===== src/rtl/hazard_pkg.sv =====
// Shared definitions for the hazard controller: stage indices, FSM state
// encoding and default parameter values.
// Optional feature macro: HAZARD_EXC_EN (adds the EXC_FLUSH state).
package hazard_pkg;

    localparam int STG_F = 0;
    localparam int STG_D = 1;
    localparam int STG_E = 2;
    localparam int STG_M = 3;
    localparam int STG_W = 4;

    localparam int DEF_ISSUE_WIDTH = 2;
    localparam int DEF_REG_AW      = 5;
    localparam int DEF_DIV_CYCLES  = 34;

`ifdef HAZARD_EXC_EN
    typedef enum logic [1:0] {
        RUN       = 2'd0,
        DIV_WAIT  = 2'd1,
        EXC_FLUSH = 2'd2
    } hz_state_t;
`else
    typedef enum logic [1:0] {
        RUN      = 2'd0,
        DIV_WAIT = 2'd1
    } hz_state_t;
`endif

endpackage


===== src/rtl/hazard_ctrl_if.sv =====
// Pipeline <-> hazard controller signal bundle. The pipeline side uses the
// master modport, the controller uses the slave modport.
// Optional feature macro: HAZARD_EXC_EN (adds e_exc).
interface hazard_ctrl_if #(
    parameter int ISSUE_WIDTH = hazard_pkg::DEF_ISSUE_WIDTH,
    parameter int REG_AW      = hazard_pkg::DEF_REG_AW
);
    logic [ISSUE_WIDTH-1:0]        d_valid;
    logic [ISSUE_WIDTH*REG_AW-1:0] d_rs;
    logic [ISSUE_WIDTH*REG_AW-1:0] d_rt;
    logic [ISSUE_WIDTH-1:0]        e_memtoreg;
    logic [ISSUE_WIDTH-1:0]        m_memtoreg;
    logic [ISSUE_WIDTH*REG_AW-1:0] e_waddr;
    logic [ISSUE_WIDTH*REG_AW-1:0] m_waddr;
    logic                          e_branch_taken;
    logic                          e_div_start;
`ifdef HAZARD_EXC_EN
    logic                          e_exc;
`endif
    logic [4:0]                    stage_ena;
    logic [4:0]                    stage_flush;
    logic                          div_busy;
    logic [31:0]                   stall_cycles;

    modport master (
`ifdef HAZARD_EXC_EN
        output e_exc,
`endif
        output d_valid, d_rs, d_rt, e_memtoreg, m_memtoreg,
        output e_waddr, m_waddr, e_branch_taken, e_div_start,
        input  stage_ena, stage_flush, div_busy, stall_cycles
    );

    modport slave (
`ifdef HAZARD_EXC_EN
        input  e_exc,
`endif
        input  d_valid, d_rs, d_rt, e_memtoreg, m_memtoreg,
        input  e_waddr, m_waddr, e_branch_taken, e_div_start,
        output stage_ena, stage_flush, div_busy, stall_cycles
    );

endinterface


===== src/rtl/hazard_lduse_cmp.sv =====
// Load-use comparator: flags a stall when any valid decode lane reads a
// non-zero register that a load in E or M (any lane) is about to write.
module hazard_lduse_cmp #(
    parameter int ISSUE_WIDTH = hazard_pkg::DEF_ISSUE_WIDTH,
    parameter int REG_AW      = hazard_pkg::DEF_REG_AW
) (
    input  logic [ISSUE_WIDTH-1:0]        d_valid,
    input  logic [ISSUE_WIDTH*REG_AW-1:0] d_rs,
    input  logic [ISSUE_WIDTH*REG_AW-1:0] d_rt,
    input  logic [ISSUE_WIDTH-1:0]        e_memtoreg,
    input  logic [ISSUE_WIDTH-1:0]        m_memtoreg,
    input  logic [ISSUE_WIDTH*REG_AW-1:0] e_waddr,
    input  logic [ISSUE_WIDTH*REG_AW-1:0] m_waddr,
    output logic                          ld_stall
);

    // Compare every decode source against every in-flight load destination
    always_comb begin
        logic [REG_AW-1:0] rs;
        logic [REG_AW-1:0] rt;
        logic [REG_AW-1:0] ew;
        logic [REG_AW-1:0] mw;
        ld_stall = 1'b0;
        for (int d = 0; d < ISSUE_WIDTH; d++) begin
            rs = d_rs[d*REG_AW +: REG_AW];
            rt = d_rt[d*REG_AW +: REG_AW];
            for (int p = 0; p < ISSUE_WIDTH; p++) begin
                ew = e_waddr[p*REG_AW +: REG_AW];
                mw = m_waddr[p*REG_AW +: REG_AW];
                if (d_valid[d]) begin
                    if (rs != '0 && ((e_memtoreg[p] && rs == ew) ||
                                     (m_memtoreg[p] && rs == mw)))
                        ld_stall = 1'b1;
                    if (rt != '0 && ((e_memtoreg[p] && rt == ew) ||
                                     (m_memtoreg[p] && rt == mw)))
                        ld_stall = 1'b1;
                end
            end
        end
    end

endmodule


===== src/rtl/hazard_ctrl.sv =====
// Pipeline hazard controller: load-use stalls, multi-cycle divide freeze,
// branch flush of D/E, and (optionally) a one-cycle exception flush.
// Optional feature macro: HAZARD_EXC_EN (adds e_exc and EXC_FLUSH).
module hazard_ctrl
    import hazard_pkg::*;
#(
    parameter int ISSUE_WIDTH = DEF_ISSUE_WIDTH,
    parameter int REG_AW      = DEF_REG_AW,
    parameter int DIV_CYCLES  = DEF_DIV_CYCLES
) (
    input  logic        clk,
    input  logic        resetn,
    hazard_ctrl_if.slave bus
);

    localparam logic [7:0] DIV_LOAD = 8'(DIV_CYCLES - 1);

    hz_state_t   state_q, state_d;
    logic [7:0]  div_cnt_q, div_cnt_d;
    logic [31:0] stall_q;
    logic [4:0]  ena;
    logic [4:0]  flush;
    logic        ld_stall;

    hazard_lduse_cmp #(
        .ISSUE_WIDTH(ISSUE_WIDTH),
        .REG_AW     (REG_AW)
    ) u_lduse (
        .d_valid   (bus.d_valid),
        .d_rs      (bus.d_rs),
        .d_rt      (bus.d_rt),
        .e_memtoreg(bus.e_memtoreg),
        .m_memtoreg(bus.m_memtoreg),
        .e_waddr   (bus.e_waddr),
        .m_waddr   (bus.m_waddr),
        .ld_stall  (ld_stall)
    );

    // Next state, divide counter update and stage enable/flush decode
    always_comb begin
        state_d   = state_q;
        div_cnt_d = div_cnt_q;
        ena       = 5'b11111;
        flush     = 5'b00000;
        case (state_q)
            RUN: begin
                ena[STG_F] = ~ld_stall;
                ena[STG_D] = ~ld_stall;
`ifdef HAZARD_EXC_EN
                if (bus.e_exc) begin
                    state_d   = EXC_FLUSH;
                    div_cnt_d = 8'd0;
                end else
`endif
                begin
                    flush[STG_D] = bus.e_branch_taken;
                    flush[STG_E] = bus.e_branch_taken;
                    if (bus.e_div_start) begin
                        ena       = 5'b00000;
                        state_d   = DIV_WAIT;
                        div_cnt_d = DIV_LOAD;
                    end
                end
            end
            DIV_WAIT: begin
                ena = 5'b00000;
`ifdef HAZARD_EXC_EN
                if (bus.e_exc) begin
                    state_d   = EXC_FLUSH;
                    div_cnt_d = 8'd0;
                end else
`endif
                begin
                    div_cnt_d = div_cnt_q - 8'd1;
                    if (div_cnt_q <= 8'd1) begin
                        state_d   = RUN;
                        div_cnt_d = 8'd0;
                    end
                end
            end
`ifdef HAZARD_EXC_EN
            EXC_FLUSH: begin
                flush   = 5'b11111;
                state_d = RUN;
            end
`endif
            default: begin
                state_d   = RUN;
                div_cnt_d = 8'd0;
            end
        endcase
    end

    // State, divide counter and stall statistics registers
    always_ff @(posedge clk or negedge resetn) begin
        if (!resetn) begin
            state_q   <= RUN;
            div_cnt_q <= 8'd0;
            stall_q   <= 32'd0;
        end else begin
            state_q   <= state_d;
            div_cnt_q <= div_cnt_d;
            if (!ena[STG_D])
                stall_q <= stall_q + 32'd1;
        end
    end

    assign bus.stage_ena    = resetn ? ena   : 5'b11111;
    assign bus.stage_flush  = resetn ? flush : 5'b00000;
    assign bus.div_busy     = (div_cnt_q != 8'd0);
    assign bus.stall_cycles = stall_q;

endmodule


===== src/flat_wrapper.sv =====
// flat-port wrapper written by rule: the top's interface ports become plain ports
module hazard_ctrl_flat import hazard_pkg::*;
#(
    parameter int ISSUE_WIDTH = DEF_ISSUE_WIDTH,
    parameter int REG_AW      = DEF_REG_AW,
    parameter int DIV_CYCLES  = DEF_DIV_CYCLES
)
  (clk, resetn, bus_d_valid, bus_d_rs, bus_d_rt, bus_e_memtoreg, bus_m_memtoreg, bus_e_waddr, bus_m_waddr, bus_e_branch_taken, bus_e_div_start, bus_stage_ena, bus_stage_flush, bus_div_busy, bus_stall_cycles);
  hazard_ctrl_if #(.ISSUE_WIDTH(ISSUE_WIDTH), .REG_AW(REG_AW)) bus_i ();
  input  logic clk;
  input  logic resetn;
  input wire logic [$bits(bus_i.d_valid)-1:0] bus_d_valid;
  input wire logic [$bits(bus_i.d_rs)-1:0] bus_d_rs;
  input wire logic [$bits(bus_i.d_rt)-1:0] bus_d_rt;
  input wire logic [$bits(bus_i.e_memtoreg)-1:0] bus_e_memtoreg;
  input wire logic [$bits(bus_i.m_memtoreg)-1:0] bus_m_memtoreg;
  input wire logic [$bits(bus_i.e_waddr)-1:0] bus_e_waddr;
  input wire logic [$bits(bus_i.m_waddr)-1:0] bus_m_waddr;
  input wire logic [$bits(bus_i.e_branch_taken)-1:0] bus_e_branch_taken;
  input wire logic [$bits(bus_i.e_div_start)-1:0] bus_e_div_start;
  output wire logic [$bits(bus_i.stage_ena)-1:0] bus_stage_ena;
  output wire logic [$bits(bus_i.stage_flush)-1:0] bus_stage_flush;
  output wire logic [$bits(bus_i.div_busy)-1:0] bus_div_busy;
  output wire logic [$bits(bus_i.stall_cycles)-1:0] bus_stall_cycles;
  assign bus_i.d_valid = bus_d_valid;
  assign bus_i.d_rs = bus_d_rs;
  assign bus_i.d_rt = bus_d_rt;
  assign bus_i.e_memtoreg = bus_e_memtoreg;
  assign bus_i.m_memtoreg = bus_m_memtoreg;
  assign bus_i.e_waddr = bus_e_waddr;
  assign bus_i.m_waddr = bus_m_waddr;
  assign bus_i.e_branch_taken = bus_e_branch_taken;
  assign bus_i.e_div_start = bus_e_div_start;
  assign bus_stage_ena = bus_i.stage_ena;
  assign bus_stage_flush = bus_i.stage_flush;
  assign bus_div_busy = bus_i.div_busy;
  assign bus_stall_cycles = bus_i.stall_cycles;
  hazard_ctrl #(.ISSUE_WIDTH(ISSUE_WIDTH), .REG_AW(REG_AW), .DIV_CYCLES(DIV_CYCLES)) u_core (.clk(clk), .resetn(resetn), .bus(bus_i));
endmodule

===== config.mk =====
export PLATFORM = sky130hd
export DESIGN_NAME = hazard_ctrl_flat
export DESIGN_NICKNAME = d
export VERILOG_FILES = /design/src/rtl/hazard_pkg.sv /design/src/rtl/hazard_ctrl_if.sv /design/src/rtl/hazard_lduse_cmp.sv /design/src/rtl/hazard_ctrl.sv /design/src/flat_wrapper.sv
export SDC_FILE = /design/constraint.sdc
export NUM_CORES = 1
export LEC_CHECK = 0
export CORE_MARGIN = 2
export CORE_UTILIZATION = 48
export DETAILED_ROUTE_END_ITERATION = 6
export HOLD_SLACK_MARGIN = 0.1
export PLACE_DENSITY = 0.81
export RECOVER_POWER = 100
export SLEW_MARGIN = 5
export SYNTH_ARGS = -nofsm -noshare
export SYNTH_HDL_FRONTEND = slang
export SYNTH_HIERARCHICAL = 1
export SYNTH_SLANG_ARGS = --single-unit

===== constraint.sdc =====
create_clock -name clk -period 2.73 [get_ports clk]
set_input_delay 0.4095 -clock clk [delete_from_list [all_inputs] [get_ports clk]]
set_output_delay 0.4095 -clock clk [all_outputs]
set_load 0.005 [all_outputs]

=== Yosys cells after proc, flatten, opt, wreduce, memory -nomap -nowiden ===
Index checks and enable logic that the tools add are counted.

* Register bits: 42
* Bits of input ports: 50
* Logic and storage cells: 88

* $add $sub $neg: 2
* Order comparisons: 1
* Eq/ne operators: 19
* Mux-type cells: 23
* Bitwise gates (word level): 1
* Reductions and logical operators: 39

{| class="wikitable"
|+ Operators by type and width
! operator !! count
|-
| $eq A5 B5 Y1 || 16
|-
| $add A32 B1 Y32 const B || 1
|-
| $logic_and A1 B1 Y1 || 24
|-
| $reduce_bool A5 Y1 || 4
|-
| $mux W8 || 2
|-
| $pmux W8 S2 || 1
|-
| $mux W1 || 12
|-
| $mux W5 || 2
|-
| $pmux W5 S2 || 1
|-
| $le A8 B1 Y1 const B || 1
|-
| $logic_or A1 B1 Y1 || 8
|-
| $reduce_bool A8 Y1 || 1
|-
| $sub A8 B1 Y8 const B || 1
|-
| $mux W2 || 3
|-
| $pmux W2 S2 || 1
|-
| $mux W3 || 1
|-
| $eq A2 B1 Y1 const B || 1
|-
| $logic_not A2 Y1 || 1
|-
| $ne A2 B1 Y1 const B || 1
|-
| $ne A2 B2 Y1 const B || 1
|-
| $reduce_and A2 Y1 || 1
|-
| $not A1 Y1 || 1
|}

=== Logic depth before layout (Yosys ltp) ===
* Word-level depth: 20
* Mapped depth: 12
* Mapped depth without buffers: 10

=== Modules after synthesis ===
Netlist, hierarchy kept.

{| class="wikitable"
|+ Modules (own cells, without submodules)
! module !! instances !! cells each !! area each (um^2) !! sequential area each (um^2)
|-
| hazard_ctrl || 1 || 194 || 2060.7 || 1026.0
|-
| hazard_lduse_cmp || 1 || 145 || 1149.9 || 0.0
|}

=== Least setup slack after synthesis ===
OpenSTA, ideal clock, no wires.

* Path type: in2out
* Start point: in bus_d_rs[7]
* End point: out bus_stage_ena[1]
* Data arrival time: 1956 ps
* Required time: 2321 ps
* Slack: 364 ps
* Stages: 7
* Cell sequence: buf_2 > or4_1 > o211ai_1 > nand4_1 > or3_1 > nand2_1 > buf_4

* Cells in the longest elaborated chain, start to end: 14
* Elaborated cells between the ends (all ways): 23
* Those cells by class: 4 x eq/ne; 9 x mux; 1 x bitwise; 9 x reduce/logical

{| class="wikitable"
|+ RTL lines
! item !! RTL line !! RTL
|-
| from (decl) || flat_wrapper.sv:13 || <nowiki>input wire logic [$bits(bus_i.d_rs)-1:0] bus_d_rs;</nowiki>
|-
| $eq A5 B5 Y1 (on tied branches) || hazard_lduse_cmp.sv:31, hazard_lduse_cmp.sv:32 ||
|-
| $logic_and A1 B1 Y1 (on tied branches) || hazard_lduse_cmp.sv:31, hazard_lduse_cmp.sv:32 ||
|-
| $logic_or A1 B1 Y1 || hazard_lduse_cmp.sv:31 || <nowiki>if (rs != '0 && ((e_memtoreg[p] && rs == ew) ||</nowiki>
|-
| $logic_and A1 B1 Y1 || hazard_lduse_cmp.sv:31 ||
|-
| $mux W1 || hazard_lduse_cmp.sv:31 ||
|-
| $mux W1 || hazard_lduse_cmp.sv:34 || <nowiki>if (rt != '0 && ((e_memtoreg[p] && rt == ew) ||</nowiki>
|-
| $mux W1 || hazard_lduse_cmp.sv:30 || <nowiki>if (d_valid[d]) begin</nowiki>
|-
| $mux W1 || hazard_lduse_cmp.sv:31 ||
|-
| $mux W1 || hazard_lduse_cmp.sv:34 ||
|-
| $mux W1 * || hazard_lduse_cmp.sv:30 ||
|-
| net u_core.ld_stall || hazard_ctrl.sv:23 || <nowiki>logic ld_stall;</nowiki>
|-
| $not A1 Y1 * || hazard_ctrl.sv:48 || <nowiki>ena[STG_D] = ~ld_stall;</nowiki>
|-
| $mux W5 * || hazard_ctrl.sv:58 || <nowiki>if (bus.e_div_start) begin</nowiki>
|-
| $pmux W5 S2 * || hazard_ctrl.sv:45 || <nowiki>case (state_q)</nowiki>
|-
| $mux W5 * || hazard_ctrl.sv:108 || <nowiki>assign bus.stage_ena = resetn ? ena : 5'b11111;</nowiki>
|-
| to (decl) || flat_wrapper.sv:21 || <nowiki>output wire logic [$bits(bus_i.stage_ena)-1:0] bus_stage_ena;</nowiki>
|}

Mark *: on every way through the listed nets, which the timed path passes. The rest lies on a longest branch.

=== Worst setup path in the final report ===
* Start point: in bus_m_waddr[7]
* End point: out bus_stage_ena[1]

* Cells in the longest elaborated chain, start to end: 17
* Elaborated cells between the ends (all ways): 29
* Those cells by class: 4 x eq/ne; 12 x mux; 1 x bitwise; 12 x reduce/logical

{| class="wikitable"
|+ RTL lines
! item !! RTL line !! RTL
|-
| from (decl) || flat_wrapper.sv:18 || <nowiki>input wire logic [$bits(bus_i.m_waddr)-1:0] bus_m_waddr;</nowiki>
|-
| $eq A5 B5 Y1 || hazard_lduse_cmp.sv:32 || <nowiki>(m_memtoreg[p] && rs == mw)))</nowiki>
|-
| $logic_and A1 B1 Y1 || hazard_lduse_cmp.sv:32 ||
|-
| $logic_or A1 B1 Y1 || hazard_lduse_cmp.sv:31 ||
|-
| $logic_and A1 B1 Y1 || hazard_lduse_cmp.sv:31 ||
|-
| $mux W1 || hazard_lduse_cmp.sv:31 ||
|-
| $mux W1 || hazard_lduse_cmp.sv:34 ||
|-
| $mux W1 || hazard_lduse_cmp.sv:30 ||
|-
| $mux W1 || hazard_lduse_cmp.sv:31 ||
|-
| [2 not listed] || n/a ||
|-
| $mux W1 || hazard_lduse_cmp.sv:31 ||
|-
| $mux W1 || hazard_lduse_cmp.sv:34 ||
|-
| $mux W1 * || hazard_lduse_cmp.sv:30 ||
|-
| net u_core.ld_stall || hazard_ctrl.sv:23 ||
|-
| $not A1 Y1 * || hazard_ctrl.sv:48 ||
|-
| $mux W5 * || hazard_ctrl.sv:58 ||
|-
| $pmux W5 S2 * || hazard_ctrl.sv:45 ||
|-
| $mux W5 * || hazard_ctrl.sv:108 ||
|}

Marked as above.

==> flow_metrics.py <==
metrics = {
    "detailed_routing": {
        "drc": 6,
        "dr.pass1.iters": 7,
        "wl_um": 9160,
        "antenna_left": 0,
        "drt_first_iter_violations": 181,
        "vias": 3011,
        "detail_route.wl_per_cell_um": 17.0,
        "routed_via_density": 5.59,
    },
    "power": {
        "powerDensity_nw_per_um2": 395,
        "ir_worst_vdd_v": 0.000210,
        "p_leak_uw": 0.00220,
    },
    "placement": {
        "dp_hpwl_um": 6830,
        "post-place-ws_ns": -0.536,
        "place_area_um2": 4310,
        "gp_congestion": 0.995,
        "io_buffers": 89,
    },
    "logic_synthesis": {
        "ys_ff_latch": 41,
        "syn_area_um2": 3210,
        "synthFlopType": "dfrtp_1",
        "syn_inst": 339,
        "synth_edf_count": 0,
        "async_flop_share_pct": 100,
        "synth_area_leaders": "dfrtp_1 (32%), xor2_1 (18%), xnor2_1 (13%)",
        "synth.distinct_cells": 37,
        "syn_area_per_cell_um2": 9.47,
        "synth_top_area_share_pct": 32.0,
        "yosysTopAreaCell": "dfrtp_1",
        "yosysSeqAreaShare_pct": 32.0,
        "synth_warnings": 6,
    },
    "timing": {
        "fin_skew_ns": 0.00711,
        "worst_slack_ns": 0.0670,
        "period_needed_ns": 2.66,
        "worst_pin_slew_ns": 0.971,
        "slew_violations": 0,
        "hold_violations": 0,
        "setup_tns_ns": 0,
        "fin_crit_sh_pct": 97.5,
        "clock.fmax_mhz": 376,
        "setup_viol": 0,
        "relSlewSlack_pct": 34.7,
    },
    "setup_path": {
        "r2r_setup_slack_ns": 0.40,
        "r2r-start": "u_core/div_cnt_q[3]",
        "cp_common_cell": "nand4_1",
        "startpoint_type": "primary input",
        "timing.critical_path.cells": "clkdlybuf4s15_1, xor2_1, nor4_1, nand3_1, nand4_1, o211ai_1, nand4_1, or3_1, nand2_1, buf_2",
        "crit_fanout": 4,
        "end_kind": "output pin",
        "crit_required_ns": 2.32,
        "r2r_end": "u_core/div_cnt_q[3]",
        "slowest_delay_ns": 0.47,
        "ff2ff_path_depth": 4,
        "critPathArrivalTime_ns": 2.25,
        "crit_type": "primary input to output pin",
        "crit_slowest_cell": "clkdlybuf4s15_1",
    },
    "layout": {
        "final_common_cell": "xnor2_1",
        "area_growth_pct": 49.6,
        "n_antenna_cell": 0,
        "final_area_um2": 4800,
        "final_nets": 515,
        "utilization_pct": 74.8,
        "final_cell_mix": "xnor2_1 (48), dfrtp_1 (41), xor2_1 (40), buf_4 (39), dlygate4sd3_1 (38)",
        "drive_gt1_share_pct": 22.3,
    },
    "outcome": {
        "status": "complete, but fails checks",
        "violations": "design-rule violations",
    },
    "clocking": {
        "cts_buffers": 5,
        "cts_root_buf": "clkbuf_8",
        "path_clk_slew_ns": 0.08,
        "cts_tree": "yes",
        "cts_max_level": 2,
        "tritoncts_num_sinks": 41,
        "cts_buffer_depth": 2,
        "worstSkewPairLatency_ns": 0.29,
    },
    "die": {
        "num_io_pins": 93,
        "die_h_um": 85.8,
        "fp.coreArea_um2": 6420,
        "die_w_um": 85.8,
        "fp-row-count": 29,
        "die_area_um2": 7360,
        "start_util_pct": 50.0,
    },
    "min_path": {
        "whs_path_depth": 1,
        "hp-class": "flip-flop to flip-flop",
        "hold_end": "u_core/bus.stall_cycles[31]",
        "holdCritStartpoint": "u_core/bus.stall_cycles[31]",
    },
    "grt": {
        "grt_start_max_net_pins": 32,
        "first_global_vias": 2949,
        "grt_pass1_wl_um": 14300,
        "grt_antenna_before_repair": 0,
        "grtUsageTotal_pct": 24.2,
        "grt.overflow.total": 0,
    },
    "job": {
        "drv_cap": 0,
    },
}
==> worst max-delay path: cells and delay by family <==
kind | cells | cell delay, ns
buf+inv | 2 | 0.58
compound gates | 1 | 0.13
xor+xnor | 1 | 0.21
simple gates | 6 | 0.92
==> what timing repair did <==
action	4_1_cts	5_1_grt
resized for setup	38	58
endpoints found under the setup margin	12	30
buffers inserted	1	3
gates cloned	0	0
pin swaps	10	24
hold buffers	1	0
endpoints found under the hold margin	10	0
==> stage by stage <==
step                hold slack (ns)  instances  power, uW
floorplan                     0.114        341        978
global placement              0.305        526       1280
detailed placement            0.313        526       1300
CTS                           0.489        536       1870
global route                  0.517        539       1990
finish                        0.472        539       1900
==> cell type report <==
| cell class | instances | area [um^2] |
|---|---|---|
| Clock buffer | 5 | 68.8 |
| Inverter | 4 | 15.0 |
| Fill cell | 417 | 1620 |
| Timing Repair Buffer | 144 | 1350 |
| Clock inverter | 3 | 68.8 |
| Multi-Input combinational cell | 265 | 2180 |
| Sequential cell | 41 | 1030 |
| Tap cell | 77 | 96.3 |
==> registers in the layout (all words and copies together), names as in the netlist <==
name                     count
u_core/state_q               1
u_core/bus.stall_cycles     32
u_core/div_cnt_q             8
==> cells in the mapped netlist (all sizes together), types with 3 or more instances <==
master	count
nor4	18
o211ai	4
and4	5
nand2	22
o21ai	4
xnor2	48
nand4	24
inv	4
or3	4
xor2	65
or4	5
dfrtp	41
o31ai	3
buf	30
ha	4
nor2	11
and3	3
nor3	3
o311ai	3
nand3	25
==> layer usage <==
metal | track usage (%) | vias to the layer above | share of wire (%)
met5 | 0 | - | 0
met4 | 9.52 | 0 | 3.0
met3 | 2.89 | 24 | 5.2
met2 | 41.4 | 131 | 51
met1 | 31.3 | 1466 | 41
li1 | - | 1390 | -
==> power breakdown <==
part / switching, uW / total [uW] / internal [uW]
logic: 274 / 579 / 306
registers: 76.9 / 737 / 660
clock network: 212 / 580 / 368
total: 562 / 1900 / 1330
==> how the worst max path moves through the flow <==
stage,start,end,slack (ns),cells after the start
finish,bus_m_waddr[7],bus_stage_ena[1],0.07,10
global route,bus_m_waddr[7],u_core/bus.stall_cycles[25],-0.02,13
CTS,bus_m_waddr[4],bus_stage_ena[1],0.01,11
detailed placement,bus_d_rs[3],bus_stage_ena[1],-0.54,7
global placement,bus_m_waddr[6],bus_stage_ena[0],-0.51,11
floorplan,bus_d_rs[7],bus_stage_ena[1],0.36,7
==> cell families after synthesis <==
family,count (synthesis),synth area share [%]
AOI/OAI and AO/OA,19,4.72
xor gates and xnor gates,113,30.8
adders and majority gates,4,1.56
buffers and inverters,35,8.61
DFF,41,32.0
other,1,0.117
and+or+nand+nor,126,22.2
Note: power is estimated with default switching activity, not from simulation.
